File: src/rtl/image_loader.sv
// Boot loader: assembles a little-endian byte stream into 32-bit words, fills the
// instruction RAM, zero-fills the host window, then fills data RAM and releases the core.
module image_loader #(
  parameter int IRAM_WORDS  = 1024,
  parameter int HOST_WORDS  = 1024,
  parameter int DRAM_WORDS  = 1024,
  parameter int TOTAL_WORDS = IRAM_WORDS + HOST_WORDS + DRAM_WORDS
) (
  input  logic        clk,
  input  logic        rst,
  input  logic        start,
  input  logic [7:0]  s_data,
  input  logic        s_valid,
  output logic        s_ready,
  output logic        iram_we,
  output logic [9:0]  iram_addr,
  output logic [31:0] iram_wdata,
  output logic [3:0]  dram_we,
  output logic [10:0] dram_addr,
  output logic [31:0] dram_wdata,
  output logic        core_rst,
  output logic        busy,
  output logic        done
);

  localparam int CNT_W = $clog2(TOTAL_WORDS);
  localparam logic [CNT_W-1:0] HOST_BASE = CNT_W'(IRAM_WORDS);
  localparam logic [CNT_W-1:0] DATA_BASE = CNT_W'(IRAM_WORDS + HOST_WORDS);
  localparam logic [CNT_W-1:0] LAST_WORD = CNT_W'(TOTAL_WORDS - 1);

  localparam logic [1:0] ST_IDLE  = 2'd0;
  localparam logic [1:0] ST_RECV  = 2'd1;
  localparam logic [1:0] ST_WRITE = 2'd2;
  localparam logic [1:0] ST_DONE  = 2'd3;

  logic [1:0]       state;
  logic [CNT_W-1:0] word_cnt;
  logic [1:0]       byte_cnt;
  logic [23:0]      asm_p0;
  logic [31:0]      word_p0;
  logic             xfer;

  assign xfer    = s_valid & s_ready;
  assign word_p0 = {s_data, asm_p0};

  // Stage p0: lower three bytes are held; the fourth byte joins them on the final handshake.
  always_ff @(posedge clk) begin
    if (xfer) begin
      case (byte_cnt)
        2'd0:    asm_p0[7:0]   <= s_data;
        2'd1:    asm_p0[15:8]  <= s_data;
        2'd2:    asm_p0[23:16] <= s_data;
        default: ;
      endcase
    end
  end

  always_ff @(posedge clk) begin
    if (rst) begin
      state      <= ST_IDLE;
      word_cnt   <= '0;
      byte_cnt   <= 2'd0;
      s_ready    <= 1'b0;
      iram_we    <= 1'b0;
      iram_addr  <= '0;
      iram_wdata <= '0;
      dram_we    <= 4'h0;
      dram_addr  <= '0;
      dram_wdata <= '0;
      core_rst   <= 1'b1;
      busy       <= 1'b0;
      done       <= 1'b0;
    end else begin
      iram_we <= 1'b0;
      dram_we <= 4'h0;
      case (state)
        ST_IDLE, ST_DONE: begin
          if (start) begin
            state    <= ST_RECV;
            word_cnt <= '0;
            byte_cnt <= 2'd0;
            s_ready  <= 1'b1;
            busy     <= 1'b1;
            done     <= 1'b0;
            core_rst <= 1'b1;
          end
        end
        ST_RECV: begin
          if (xfer) begin
            byte_cnt <= byte_cnt + 2'd1;
            if (byte_cnt == 2'd3) begin
              // Stage p1: the write is registered here so the strobe lands one cycle after the 4th byte.
              state   <= ST_WRITE;
              s_ready <= 1'b0;
              if (word_cnt < HOST_BASE) begin
                iram_we    <= 1'b1;
                iram_addr  <= 10'(word_cnt);
                iram_wdata <= word_p0;
              end else begin
                dram_we    <= 4'hF;
                dram_addr  <= 11'(word_cnt - HOST_BASE);
                dram_wdata <= (word_cnt < DATA_BASE) ? 32'h0 : word_p0;
              end
            end
          end
        end
        ST_WRITE: begin
          if (word_cnt == LAST_WORD) begin
            state    <= ST_DONE;
            busy     <= 1'b0;
            done     <= 1'b1;
            core_rst <= 1'b0;
          end else begin
            state    <= ST_RECV;
            word_cnt <= word_cnt + 1'b1;
            s_ready  <= 1'b1;
          end
        end
        default: state <= ST_IDLE;
      endcase
    end
  end

endmodule
File: config.mk
export PLATFORM = sky130hd
export DESIGN_NAME = image_loader
export DESIGN_NICKNAME = d
export VERILOG_FILES = /design/src/rtl/image_loader.sv
export SDC_FILE = /design/constraint.sdc
export NUM_CORES = 1
export LEC_CHECK = 0
export CAP_MARGIN = 10
export CORE_MARGIN = 2
export CORE_UTILIZATION = 30
export CTS_CLUSTER_DIAMETER = 80
export DETAILED_ROUTE_END_ITERATION = 10
export PLACE_DENSITY = 0.54
export SYNTH_ARGS = -nofsm -noshare
export SYNTH_HDL_FRONTEND = slang
export SYNTH_SLANG_ARGS = --single-unit
export TNS_END_PERCENT = 5
File: constraint.sdc
create_clock -name clk -period 2.6 [get_ports clk]
set_clock_uncertainty 0.2 [all_clocks]
set_input_delay 0.39 -clock clk [delete_from_list [all_inputs] [get_ports clk]]
set_output_delay 0.39 -clock clk [all_outputs]
set_load 0.01 [all_outputs]
Word level (Yosys, flattened, before mapping). Index checks and enable logic that the tools add are counted.

Bits in registers: 134. Bits of input ports: 12. Logic and storage cells: 78.

Equality and inequality tests: 12. Reductions and logical operators: 16. Add/subtract/negate cells: 3. Multiplexer cells: 24. Bitwise operators: 5. Magnitude comparators: 2.

Operator list (count): 2-to-1 mux 32 bit (1); 2-to-1 mux 12 bit (2); case mux 12 bit (2 select lines) (1); adder 12 x 1 -> 12 bit, second input constant (1); equality test 12 bit, second input constant (1); less-than comparator 12 x 11 -> 1 bit, second input constant (1); less-than comparator 12 bit, second input constant (1); 2-to-1 mux 2 bit (6); AND reduction 3 bit (4); AND reduction 4 bit (3); subtractor 11 bit, second input constant (1); != test 2 bit, second input constant (5); equality test 2 bit, second input constant (4); 2-to-1 mux 1 bit (8); case mux 2 bit (3 select lines) (1); AND reduction 2 bit (3); equality test 2 x 1 -> 1 bit, second input constant (2); logical NOT 2 bit (2); 2-to-1 mux 4 bit (1); inverter 1 bit (4); case mux 1 bit (2 select lines) (2); case mux 2 bit (2 select lines) (1); nonzero test 2 bit (2); OR reduction 4 bit (1); 4 further kinds (4).

Logic depth before layout (Yosys ltp).
Word-level depth: 4. Mapped depth: 8. Gate-level depth less buffers: 6.

Worst setup path before layout. No wires, ideal clock.

Path kind: reg-to-reg. Start: register state[0]. End: register state[1]. Stages on the path, launching flop included: 7. Period minus slack after synthesis: 2.031 ns. Slack: 0.569 ns. Buffers on the path: 0. Arrival: 1.744 ns. Cells stage by stage: dfxtp_1 -> inv_1 -> ha_1 -> nor2b_1 -> a21oi_1 -> or4b_1 -> o31ai_1.

Longest elaborated chain between the ends: 4.

Ends and longest elaborated chain: start, declared (line 36) `logic [1:0] state;`; start signal, assigned (line 60) `state <= ST_IDLE;`; start signal, assigned (line 79) `state <= ST_RECV;`; start signal, assigned (line 93) `state <= ST_WRITE;`; equality test 2 bit or logical NOT 2 bit (tied branches) (line 76) `case (state)`; OR reduction 2 bit (line 76); != test 2 bit (no source line); AND reduction 3 bit (no source line).

Several ways; a longest one is shown, not always the timed one. A chain may end at the register's enable or synchronous reset.

Worst setup path in the final report.
Start: register state[0]. End: register word_cnt[4].

Longest elaborated chain between the ends: 4.

Ends and longest elaborated chain: equality test 2 bit or logical NOT 2 bit (tied branches) (line 76); OR reduction 2 bit (line 76); != test 2 bit (no source line) or nonzero test 2 bit (tied branches); AND reduction 3 bit (no source line); end signal, assigned (line 115) `word_cnt <= word_cnt + 1'b1;`; end, declared (line 37) `logic [CNT_W-1:0] word_cnt;`.

Several ways; a longest one is shown, not always the timed one.

==> results.yml <==
critical_path:
  cp.arrival_ps: 2480
  cp.required_ps: 2720
  crit_buf_inv: 1
  reg2reg_to: "word_cnt[4]$_SDFFE_PP0P_"
  cp_max_fo: 12
  end_kind: "register"
  reg2reg_from: "state[0]$_SDFFE_PP0P_"
  cp_cell_sequence: "inv_1, ha_1, mux2i_1, a41o_1, a21oi_1, o32ai_1"
  cp-start-kind: "register"
  critPathMaxStageDelay_ps: 460
  endpoint: "word_cnt[4]$_SDFFE_PP0P_"
  crit_family: "compound AO/OA/AOI/OAI gates"
  rrSetupSlack_ps: 250
  startpoint: "state[0]$_SDFFE_PP0P_"
  worst-path-stages: 6
  critical_path_class: "register to register"
  critPathSlowestCell: "mux2i_1"
  r2r_cells: 6
die:
  start_util_pct: 30.61
  coreArea_sq_um: 15890
  die_h_microns: 131.3
  die_area_sq_um: 17240
  fp-row-count: 46
  die_x_microns: 131.3
  num_io_pins: 106
routing:
  route.detailed.drc: 0
  antenna_left: 0
  drtIter0Drc: 300
  routed_via_density: 4.841
  num_vias: 4062
  wl_per_cell_microns: 15.85
  dr.pass1.iters: 4
  routed_wl_microns: 13300
cts:
  post_cts_resized: 0
  cts.sinks: 131
  clk_pin_slew_worst_paths_ps: 60
  insertion_delay_ps: 420
  cts_buffer_depth: 2
  htreeDepth: 4
  postCtsSetupBuffers: 0
  cts_hold_buf: 0
  cts_made_buffers: 17
  cts_root_buffer: "clkbuf_16"
  cts_tree: "yes"
sta:
  fin_setup_tns_ps: 0
  whs_ps: 252.8
  hold_viol: 0
  layout_setup_ws_ps: 245.1
  setup_viol: 0
  report.final.slew_viol_count: 0
  period_needed_ps: 2355
  worstMarginPinSlew_ps: 675.7
  clock.fmax_ghz: 0.4246
  fin_crit_sh_pct: 90.57
  rsz0062_at_grt: "false"
  relSlewSlack_pct: 54.95
logic_synthesis:
  synth_warnings: 0
  seq_area_frac_synth_pct: 58.88
  postSynthCellCount: 518
  ys_async_sr_fraction_pct: 0
  syn_avg_cell_area_sq_um: 9.386
  syn-num-nets: 538
  synth_edf_count: 24
  synth_ff_type: "dfxtp_1"
  ys_types: 43
  synthesis.area_sq_um: 4862
  ys_ff_latch: 131
cells_and_area:
  drive_gt1_share_pct: 7.384
  fin_nets: 630
  nFillCells: 1546
  n_antenna_cell: 0
  final_util_pct: 43.09
  syn2layout_area_growth_pct: 40.79
  ff_latch_area_sq_um: 2863
  instances_no_fill: 839
  multi_input_area_sq_um: 1788
global_route:
  grt_max_degree: 66
  grt_usage_pct: 15.49
  antenna_found_initial: 0
  grt_pass1_wl_microns: 21020
  grt_pass1_vias: 3824
  grt_overflow_total: 0
power_and_ir_drop:
  ir_worst_vdd_mv: 0.3882
  p_per_area_nw_per_um2: 743.6
  leakagePower_nw: 2.272
run:
  max-cap-violations: 0
place:
  hpwl_microns: 8510
  place_congestion: 0.7598
  pre_cts_ws_ps: 282.6
  portBuffers: 105
  placed_cells: 806
outcome:
  status: "finished clean"
min_path:
  hold_class: "register to register"
==> report_power, final <==
part,switching [mW],internal (mW)
Sequential,0.0234,2.09
Combinational,0.145,0.0806
Clock,0.890,1.86
==> worst min path at each step <==
stage	slack, ps	cells after the start	start	end
finish	250	2	iram_wdata[13]$_SDFFE_PP0P_	iram_wdata[13]$_SDFFE_PP0P_
global route	270	2	iram_wdata[2]$_SDFFE_PP0P_	iram_wdata[2]$_SDFFE_PP0P_
CTS	260	2	iram_wdata[9]$_SDFFE_PP0P_	iram_wdata[9]$_SDFFE_PP0P_
detailed placement	250	2	iram_wdata[9]$_SDFFE_PP0P_	iram_wdata[9]$_SDFFE_PP0P_
global placement	240	2	iram_wdata[9]$_SDFFE_PP0P_	iram_wdata[9]$_SDFFE_PP0P_
floorplan	260	2	word_cnt[6]$_SDFFE_PP0P_	dram_addr[6]$_SDFFE_PP0P_
==> cells in the final DEF (no fill, tap or decap), types with 7 or more instances in the layout <==
| cell type | instances |
|---|---|
| nand4_1 | 7 |
| nor2_1 | 42 |
| dfxtp_1 | 107 |
| edfxtp_1 | 24 |
| a21oi_1 | 67 |
| clkdlybuf4s50_1 | 104 |
| ha_1 | 8 |
| nand2_1 | 109 |
| inv_1 | 13 |
| clkbuf_16 | 18 |
| a22oi_1 | 32 |
| or3_1 | 7 |
==> worst register-to-register path: cells and delay by family (launching register included) <==
family,cells,cell delay [ps]
AOI/OAI and AO/OA,3,750
muxes,1,460
DFF,1,400
adders and majority gates,1,390
buffers and inverters,1,70
==> sequential cells by signal (all words and copies together), names as in the netlist <==
signal      flops
byte_cnt        2
iram_wdata     32
s_ready         1
dram_wdata     32
iram_we         1
word_cnt       12
dram_addr      11
dram_we         1
core_rst        1
done            1
busy            1
iram_addr      10
asm_p0         24
state           2
==> metal layers <==
metal	vias up	wire, microns	track usage (%)
met5	-	0	0
met4	0	146	5.254
met3	12	836	5.440
met2	118	6131	24.53
met1	1946	6182	19.69
li1	1986	-	-
==> kinds of logic after synthesis <==
| family | synth area share, % |
|---|---|
| mux | 0.4118 |
| flops | 58.88 |
| compound gates | 16.14 |
| simple gates | 17.70 |
| buf+inv | 4.812 |
| fa+ha+maj | 2.059 |
==> metrics by stage <==
stage	total power, mW	instance area [sq um]
2_1_floorplan	2.295	4862
3_3_place_gp	2.377	6136
3_5_place_dp	2.385	6136
4_1_cts	5.139	6818
5_1_grt	5.255	6845
6_report	5.090	6845
==> synth_stat cells (5+ instances only) <==
master    count  area share (%)
a21oi_1      67             6.9
a22oi_1      32             4.9
buf_2         6            0.62
clkbuf_1     31             2.4
dfxtp_1     107              44
edfxtp_1     24              15
ha_1          8             2.1
inv_1        13             1.0
nand2_1     110             8.5
nand3_1       5            0.51
nand4_1       7            0.90
nor2_1       43             3.3
o32ai_1       5            0.90
or3_1         7            0.90
==> final cells by class <==
class                      count  area share [%]
clock buffer                  20           6.690
clock inverter                12           3.272
inverter                      13          0.7128
multi-input combinational    332           26.12
sequential                   131           41.82
tap                          216           3.948
timing repair buffer         115           17.44
Power figures use the tool's default switching activity.
